File: config.mk
export PLATFORM = sky130hd
export DESIGN_NAME = bnn_image_loader
export DESIGN_NICKNAME = d
export VERILOG_FILES = /design/src/rtl/bnn_pkg.sv /design/src/rtl/flopenr.sv /design/src/rtl/bnn_image_loader.sv
export SDC_FILE = /design/constraint.sdc
export NUM_CORES = 1
export LEC_CHECK = 0
export CAP_MARGIN = 20
export CORE_UTILIZATION = 35
export CTS_CLUSTER_DIAMETER = 40
export DETAILED_ROUTE_END_ITERATION = 12
export MAX_ROUTING_LAYER = met4
export PLACE_DENSITY = 0.7
export REMOVE_ABC_BUFFERS = 1
export SETUP_SLACK_MARGIN = 0.4
export SYNTH_ARGS = -nofsm -noshare
export SYNTH_HDL_FRONTEND = slang
export SYNTH_HIERARCHICAL = 1
export SYNTH_SLANG_ARGS = --single-unit
File: constraint.sdc
create_clock -name clk -period 2.95 [get_ports clk]
set_input_delay 0.885 -clock clk [delete_from_list [all_inputs] [get_ports clk]]
set_output_delay 0.885 -clock clk [all_outputs]
set_load 0.005 [all_outputs]
File: src/rtl/bnn_pkg.sv
// rtl/bnn_pkg.sv - shared image geometry, row/image types and loader state encoding
package bnn_pkg;
    localparam int IMG_ROWS = 8;
    localparam int IMG_COLS = 8;

    typedef logic [IMG_COLS-1:0] row_t;
    typedef row_t [IMG_ROWS-1:0] image_t;

    typedef enum logic {LOAD, VALID} ldr_state_t;
endpackage

File: src/rtl/flopenr.sv
// rtl/flopenr.sv - enabled register with synchronous active-high clear
module flopenr #(
    parameter int WIDTH = 8
) (
    input  logic             clk,
    input  logic             rst,
    input  logic             en,
    input  logic [WIDTH-1:0] d,
    output logic [WIDTH-1:0] q
);
    always_ff @(posedge clk) begin
        if (rst)
            q <= '0;
        else if (en)
            q <= d;
    end
endmodule

File: src/rtl/bnn_image_loader.sv
// rtl/bnn_image_loader.sv - assembles host row beats into a binary image for the BNN core
module bnn_image_loader
    import bnn_pkg::*;
#(
    parameter int ROWS = IMG_ROWS,
    parameter int COLS = IMG_COLS
) (
    input  logic                        clk,
    input  logic                        rst,
    input  logic [COLS-1:0]             s_data_i,
    input  logic                        s_valid_i,
    input  logic                        s_last_i,
    output logic                        s_ready_o,
    output logic [$clog2(ROWS)-1:0]     row_sel_o,
    output logic                        row_en_o,
    output logic [ROWS-1:0][COLS-1:0]   image_o,
    output logic                        image_valid_o,
    input  logic                        image_ready_i,
    output logic                        err_o
);
    localparam int RW = $clog2(ROWS);

    ldr_state_t    state, state_nxt;
    logic [RW-1:0] row_cnt, row_cnt_nxt;
    logic          err_nxt;
    logic          last_row;

    assign s_ready_o     = (state == LOAD);
    assign image_valid_o = (state == VALID);
    assign row_en_o      = s_valid_i & s_ready_o;
    assign row_sel_o     = row_cnt;
    assign last_row      = (row_cnt == RW'(ROWS - 1));

    always_ff @(posedge clk) begin
        if (rst) begin
            state   <= LOAD;
            row_cnt <= '0;
            err_o   <= 1'b0;
        end else begin
            state   <= state_nxt;
            row_cnt <= row_cnt_nxt;
            err_o   <= err_nxt;
        end
    end

    // A frame completes only when s_last_i and the final row coincide; any other
    // placement of s_last_i discards the partial frame and flags an error.
    always_comb begin
        state_nxt   = state;
        row_cnt_nxt = row_cnt;
        err_nxt     = 1'b0;
        case (state)
            LOAD: begin
                if (row_en_o) begin
                    if (last_row && s_last_i) begin
                        state_nxt   = VALID;
                        row_cnt_nxt = '0;
                    end else if (!last_row && !s_last_i) begin
                        row_cnt_nxt = row_cnt + RW'(1);
                    end else begin
                        err_nxt     = 1'b1;
                        row_cnt_nxt = '0;
                    end
                end
            end
            VALID: begin
                if (image_ready_i)
                    state_nxt = LOAD;
            end
            default: state_nxt = LOAD;
        endcase
    end

    for (genvar r = 0; r < ROWS; r++) begin : g_row
        flopenr #(.WIDTH(COLS)) u_row (
            .clk (clk),
            .rst (rst),
            .en  (row_en_o && (row_sel_o == RW'(r))),
            .d   (s_data_i),
            .q   (image_o[r])
        );
    end
endmodule
## After elaboration in Yosys (flattened, before gate mapping)

Index checks and enable logic that the tools add are counted.

- Add/sub/neg operators: 1
- Equal/unequal tests: 7
- Muxes and demuxes: 7
- Bitwise operators: 3
- Reductions and logical operators: 15

Operators with widths:

| cell | number |
|---|---|
| $eq 3x3->1 const B | 4 |
| $logic_and 1x1->1 | 10 |
| $eq 3x2->1 const B | 2 |
| $mux 3 | 2 |
| $mux 1 | 4 |
| $reduce_or 4->1 | 1 |
| $add 3x1->3 const B | 1 |
| $eq 3x1->1 const B | 1 |
| $logic_not 3->1 | 1 |
| $logic_not 1->1 | 2 |
| $not 1->1 | 2 |
| $pmux 1 s2 | 1 |
| $reduce_and 2->1 | 1 |
| $and 1x1->1 | 1 |

- Flip-flop bits (word level): 69
- Bits of input ports: 13
- Output and inout bits: 71
- Logic and storage cells: 44

## Longest topological paths before layout

Gate-level depths: netlist of run 1.

- Depth after elaboration: 5
- Depth in mapped cells: 6
- Depth with buffers taken out: 5

## Modules after synthesis

Netlist of run 1, hierarchy kept.

By module, submodules not included:

| module | times used | cells each | area an instance (um^2) | seq. area each (um^2) |
|---|---|---|---|---|
| flopenr | 8 | 26 | 285.3 | 160.2 |
| bnn_image_loader | 1 | 38 | 377.9 | 100.1 |

## Worst setup path before layout of run 1

OpenSTA, ideal clock, no wires.

- Path kind: input to output
- From: input port s_valid_i
- To: output port row_en_o
- Data arrival time: 1.218 ns
- Data required time: 2.065 ns
- Path slack: 0.847 ns
- Stages on the path: 2
- Path buffers: 1
- Path through: and2b_2 -> clkbuf_8

- Cells in the longest elaborated chain, start to end: 1

RTL lines:

| element | line | text |
|---|---|---|
| from (decl) | bnn_image_loader.sv:11 | `input logic s_valid_i,` |
| $and 1x1->1 | bnn_image_loader.sv:30 | `assign row_en_o = s_valid_i & s_ready_o;` |
| to (decl) | bnn_image_loader.sv:15 | `output logic row_en_o,` |

Every way passes these cells.

## Final worst setup path of run 1

Same ends and word-level chain as after synthesis.

==> results.json, run 1 <==
{
  "tns_ns": 0,
  "vdd_ir_drop_max_v": 0.000308,
  "cts_setup_buffers": 0,
  "status": "completed",
  "start_kind": "primary input",
  "drive_gt1_frac": 0.0906,
  "fillers": 705,
  "area_delta_synth_final_pct": 40.2,
  "insertion_delay_ns": 0.34,
  "gp_congestion": 0.775,
  "internal_power_uw": 1530,
  "tightest_slew_ns": 0.611,
  "ys_types": 22,
  "drv_slew": 0,
  "final_cell_mix": "clkdlybuf4s50_1, dfxtp_1, mux2i_1, nor2_1, clkbuf_8",
  "clockPowerShare": 0.453,
  "cts_tree": "done",
  "dieArea_um2": 7950,
  "cts.path.max_buffers": 2,
  "cap_violations": 0,
  "syn_inst": 246,
  "crit_fanout": 2,
  "seq_area_frac_synth": 0.519,
  "switching_power_uw": 430,
  "first_iter_violations": 115,
  "vias": 1964,
  "path_clk_slew_ns": 0.07,
  "antenna_cells": 0,
  "fin_ws_ns": 0.484,
  "hp-class": "flop to flop",
  "timing.fmax_mhz": 406,
  "met3_usage": 0.0554,
  "fin_skew_ns": 0.00954,
  "clock-sinks": 69,
  "power_leakage_uw": 0.00132,
  "use_met1": 0.239,
  "dieWidth_um": 89.2,
  "power_density_nw_per_um2": 525,
  "hold_start": "g_row[1].u_row/q[2]$_SDFFE_PP0P_",
  "dp_slack_ns": 0.0527,
  "grt_pass1_wl_um": 9610,
  "worstSetupPathType": "primary input to output port",
  "via_per_inst": 4.57,
  "placementRows": 31,
  "pwr-share-comb": 0.060,
  "grt-ovfl-total": 0,
  "arrival_ns": 1.58,
  "regArea_um2": 1380,
  "fin_nets": 345,
  "dp_hpwl_um": 4060,
  "antenna_found_initial": 0,
  "die_h_um": 89.2,
  "syn_avg_cell_area_um2": 10.8,
  "grt_use_met2": 0.247,
  "port_buffers": 83,
  "wl_per_cell_um": 14.9,
  "r2r-start": "row_sel_o[0]$_SDFFE_PP0P_",
  "period_needed_ns": 2.47,
  "start_util": 0.365,
  "syn_area_um2": 2660,
  "drtPass1Iterations": 4,
  "power_frac_seq": 0.486,
  "relSlewSlack": 0.593,
  "drtAntennaViolNets": 0,
  "top_usage_layer": "met2",
  "rsz0062_at_grt": "no",
  "switching_share": 0.220,
  "ctsHoldBuffers": 0,
  "hold_viol_final": 0,
  "h-tree-depth": 3,
  "grt_pass1_vias": 1790,
  "ys_seq_elements": 69,
  "grt_max_degree": 61,
  "cp-startpoint": "s_valid_i",
  "multi_input_area_um2": 1130,
  "final_common_cell": "clkdlybuf4s50_1",
  "io_pins": 84,
  "period_share": 0.836,
  "setup_viol": 0,
  "synth-warning-count": 6,
  "core_um2": 7290,
  "grt.total_usage": 0.177,
  "required_ns": 2.07,
  "worst_setup_path_end_kind": "output port",
  "drt-total-wl_um": 6410,
  "clockRootBuffer": "clkbuf_8",
  "cts-buffers-inserted": 9,
  "drc_errors": 0
}
## cells in the mapped netlist
cell type / count / area, um2
or2_2: 1 / 6.26
and2_2: 2 / 15.0
nor3b_1: 1 / 7.51
inv_1: 4 / 15.0
buf_6: 8 / 90.1
nand2b_1: 1 / 6.26
o22ai_1: 1 / 6.26
xnor2_1: 1 / 8.76
and3_2: 6 / 45.0
or2b_1: 1 / 7.51
nor2_1: 64 / 240
or4bb_1: 1 / 11.3
or4b_1: 2 / 20.0
a21oi_1: 1 / 5.00
buf_1: 8 / 30.0
dfxtp_1: 69 / 1380
clkbuf_8: 1 / 13.8
o32ai_1: 2 / 17.5
nand4b_1: 1 / 8.76
ha_1: 6 / 75.1
mux2i_1: 64 / 641
and2b_2: 1 / 8.76
## power groups by stage
stage	Sequential (uW)	Combinational (uW)	Clock, uW
after global routing	953	130	956
final	952	118	887
after detailed placement	974	120	0
after CTS	952	119	910
after global placement	973	118	0
after floorplan	974	36.8	0
## state kept, by name, indices dropped and copies added, names as in the netlist
register,flops
image_valid_o,1
row_sel_o,3
g_row.u_row/q,64
err_o,1
## through the flow
stage	util	power (uW)	area, um2	cells	hold WS [ns]
final	0.511	1960	3730	430	0.495
after global routing	0.511	2040	3730	430	0.525
after CTS	0.511	1980	3730	430	0.500
after detailed placement	0.480	1090	3500	414	0.480
after global placement	0.480	1090	3500	414	0.472
after floorplan	-	1010	2530	229	0.485
## critical path, cell delays in order
cell	delay, ns
dlygate4sd2_1	0.24
and2b_2	0.20
dlygate4sd2_1	0.26
## layout make-up
| class | count | share of cell area |
|---|---|---|
| clock buffers | 11 | 0.0406 |
| clock inverters | 5 | 0.0218 |
| inverters | 4 | 0.00403 |
| multi-input cells | 156 | 0.303 |
| flip-flops and latches | 69 | 0.370 |
| well taps | 99 | 0.0332 |
| repair buffers | 86 | 0.227 |
## kinds of logic after synthesis
family | after synthesis | share of synthesized area
simple gates | 81 | 0.142
xor+xnor | 1 | 0.00329
compound gates | 4 | 0.0108
fa+ha+maj | 6 | 0.0282
flops | 69 | 0.519
buf+inv | 21 | 0.0560
mux | 64 | 0.241
## timing repair
item,in CTS,in global routing
resized for setup,2,0
hold endpoints to repair,0,0
setup endpoints to repair,1,0
## final timing paths
check,slack [ns],end,depth (start not counted)
max,0.48,row_en_o,3
min reg2reg,0.50,g_row[1].u_row/q[2]$_SDFFE_PP0P_,2
min,0.50,g_row[1].u_row/q[2]$_SDFFE_PP0P_,2
max reg2reg,1.24,g_row[7].u_row/q[7]$_SDFFE_PP0P_,5
## routing by layer
| layer | up-vias | wire [um] |
|---|---|---|
| met4 | 0 | 51 |
| met5 | - | 0 |
| met3 | 5 | 317 |
| li1 | 989 | - |
| met2 | 57 | 2870 |
| met1 | 913 | 3170 |
(Power assumes the default switching activity.)
==> inputs of run 2 (changes only) <==
clock period = 2.45 ns   (was 2.95 ns; I/O delays follow)
==> run 2 against run 1 <==
Against the previous run:
- clock-buffer cell count rose by 1
- clock skew fell by 0.0032 ns
- combinational power rose by 19%
- sequential share of layout area rose by 0.26 points
- die area did not move
- worst setup slack got worse by 0.0086 ns
- register-to-register slack got worse by 0.40 ns
- non-clock buffer count rose by 1
- final cell count rose by 0.47%
- core utilization fell by 0.12 points
- power rose by 15%
- flip-flop and latch count did not move
- critical endpoint is now row_sel_o[1]
- largest power group unchanged
==> results.json, run 2 (synthesis gave the netlist of run 1 again) <==
{
  "drt-total-wl_um": 6160,
  "hold_viol_final": 0,
  "grt-ovfl-total": 0,
  "via_per_inst": 4.57,
  "worstSetupPathType": "flop to output port",
  "cts-buffers-inserted": 9,
  "wl_per_cell_um": 14.3,
  "cap_violations": 0,
  "die_h_um": 89.2,
  "multi_input_area_um2": 1130,
  "status": "completed",
  "grt_pass1_wl_um": 9380,
  "grt.total_usage": 0.168,
  "power_leakage_uw": 0.00131,
  "ctsHoldBuffers": 0,
  "largest_register_ffs": 64,
  "vias": 1973,
  "io_pins": 84,
  "dp_slack_ns": -0.149,
  "grt_max_degree": 39,
  "timing.fmax_mhz": 506,
  "regMostFlops": "g_row.u_row/q",
  "first_iter_violations": 98,
  "worst_setup_path_end_kind": "output port",
  "dieArea_um2": 7950,
  "relSlewSlack": 0.741,
  "drc_errors": 0,
  "placed_cell_area_um2": 3510,
  "clockRootBuffer": "clkbuf_8",
  "reg2regPathDepth": 5,
  "r2r_slack_ns": 0.84,
  "drtPass1Iterations": 4,
  "crit_fanout": 4,
  "r2r-start": "row_sel_o[1]$_SDFFE_PP0P_",
  "power_density_nw_per_um2": 604,
  "required_ns": 1.71,
  "place_inst": 415,
  "h-tree-depth": 3,
  "port_buffers": 83,
  "slowest_stage": "clkdlybuf4s50_1",
  "core_um2": 7290,
  "final_common_cell": "clkdlybuf4s50_1",
  "crit_chain": "clkdlybuf4s50_1",
  "fin_skew_ns": 0.00634,
  "area_delta_synth_final_pct": 39.8,
  "fin_nets": 346,
  "rsz0062_at_grt": "no",
  "period_share": 0.806,
  "grt_pass1_vias": 1805,
  "cts.path.max_buffers": 2,
  "drive_gt1_frac": 0.102,
  "critical-path-max-stage-delay_ns": 0.52,
  "rr_endpoint": "g_row[7].u_row/q[0]$_SDFFE_PP0P_",
  "fillers": 693,
  "fin_cells": 432,
  "start_kind": "flop",
  "start_util": 0.365,
  "path_buf_inv": 1,
  "cp-startpoint": "row_sel_o[1]$_SDFFE_PP0P_",
  "drv_slew": 0,
  "insertion_delay_ns": 0.33,
  "fin_ws_ns": 0.476,
  "vdd_ir_drop_max_v": 0.000288,
  "path_delay_family": "buffers and inverters",
  "setup_viol": 0,
  "hp-class": "flop to flop",
  "gp_congestion": 0.738,
  "clock-sinks": 69,
  "hold_slack_ns": 0.492,
  "drtAntennaViolNets": 0,
  "dp_hpwl_um": 4070,
  "tns_ns": 0,
  "regArea_um2": 1390,
  "crit_end": "row_sel_o[1]",
  "antenna_found_initial": 1,
  "path_depth": 1,
  "tightest_slew_ns": 0.389,
  "placementRows": 31,
  "arrival_ns": 1.24,
  "cts_tree": "done",
  "dieWidth_um": 89.2,
  "final_cell_mix": "clkdlybuf4s50_1, dfxtp_1, mux2i_1, nor2_1, clkbuf_8",
  "final_area_um2": 3720,
  "path_clk_slew_ns": 0.07,
  "period_needed_ns": 1.97
}
[run 2: cell types whose count changed in the layout (fill, tap and decap cells not counted)]
cell             delta
dfxtp_1             -3
dfxtp_2             +2
dlygate4sd2_1       -2
buf_2               +1
buf_4               +1
bufinv_16           -1
clkbuf_1            +1
clkdlybuf4s15_1     +1
clkinv_2            -1
clkinv_4            +1
dfxtp_4             +1
diode_2             +1
[run 2: worst min path at each step]
| stage | from | end | slack (ns) | cells after the start |
|---|---|---|---|---|
| 6_report | g_row[4].u_row/q[6]$_SDFFE_PP0P_ | g_row[4].u_row/q[6]$_SDFFE_PP0P_ | 0.49 | 2 |
| 3_5_place_dp | g_row[5].u_row/q[4]$_SDFFE_PP0P_ | g_row[5].u_row/q[4]$_SDFFE_PP0P_ | 0.48 | 2 |
| 2_1_floorplan | g_row[3].u_row/q[0]$_SDFFE_PP0P_ | g_row[3].u_row/q[0]$_SDFFE_PP0P_ | 0.49 | 2 |
| 5_1_grt | g_row[4].u_row/q[7]$_SDFFE_PP0P_ | g_row[4].u_row/q[7]$_SDFFE_PP0P_ | 0.52 | 2 |
| 4_1_cts | g_row[5].u_row/q[4]$_SDFFE_PP0P_ | g_row[5].u_row/q[4]$_SDFFE_PP0P_ | 0.50 | 2 |
| 3_3_place_gp | g_row[1].u_row/q[7]$_SDFFE_PP0P_ | g_row[1].u_row/q[7]$_SDFFE_PP0P_ | 0.47 | 2 |
[run 2: cell type report]
class	count	share of cell area
clock buffer	12	0.0417
tap	99	0.0333
clock inverter	4	0.0148
timing repair buffer	87	0.229
multi-input combinational	156	0.304
antenna	1	0.000673
sequential	69	0.373
inverter	4	0.00404
[run 2: per-stage QoR]
step,total power (uW),util
after global placement,1310,0.481
after CTS,2280,0.509
after detailed placement,1320,0.481
after floorplan,1220,-
final,2250,0.510
after global routing,2340,0.510
[run 2: metal layers]
metal	vias to the layer above	share of wire	wire, um	GRT usage
li1	985	-	-	-
met1	914	0.48	2950	0.222
met2	64	0.42	2580	0.228
met3	10	0.083	512	0.0674
met4	0	0.018	108	0.0664
met5	-	0	0	-
[run 2: power by group]
group | internal, uW | switching (uW)
combinational | 72.0 | 69.0
sequential | 1140 | 9.93
clock | 532 | 429
total | 1740 | 507
[run 2: repair_timing]
item | CTS | global route
resized for setup | 7 | 3
setup buffers | 0 | 0
pin swaps | 0 | 0
setup endpoints to repair | 3 | 3
endpoints found under the hold margin | 0 | 0
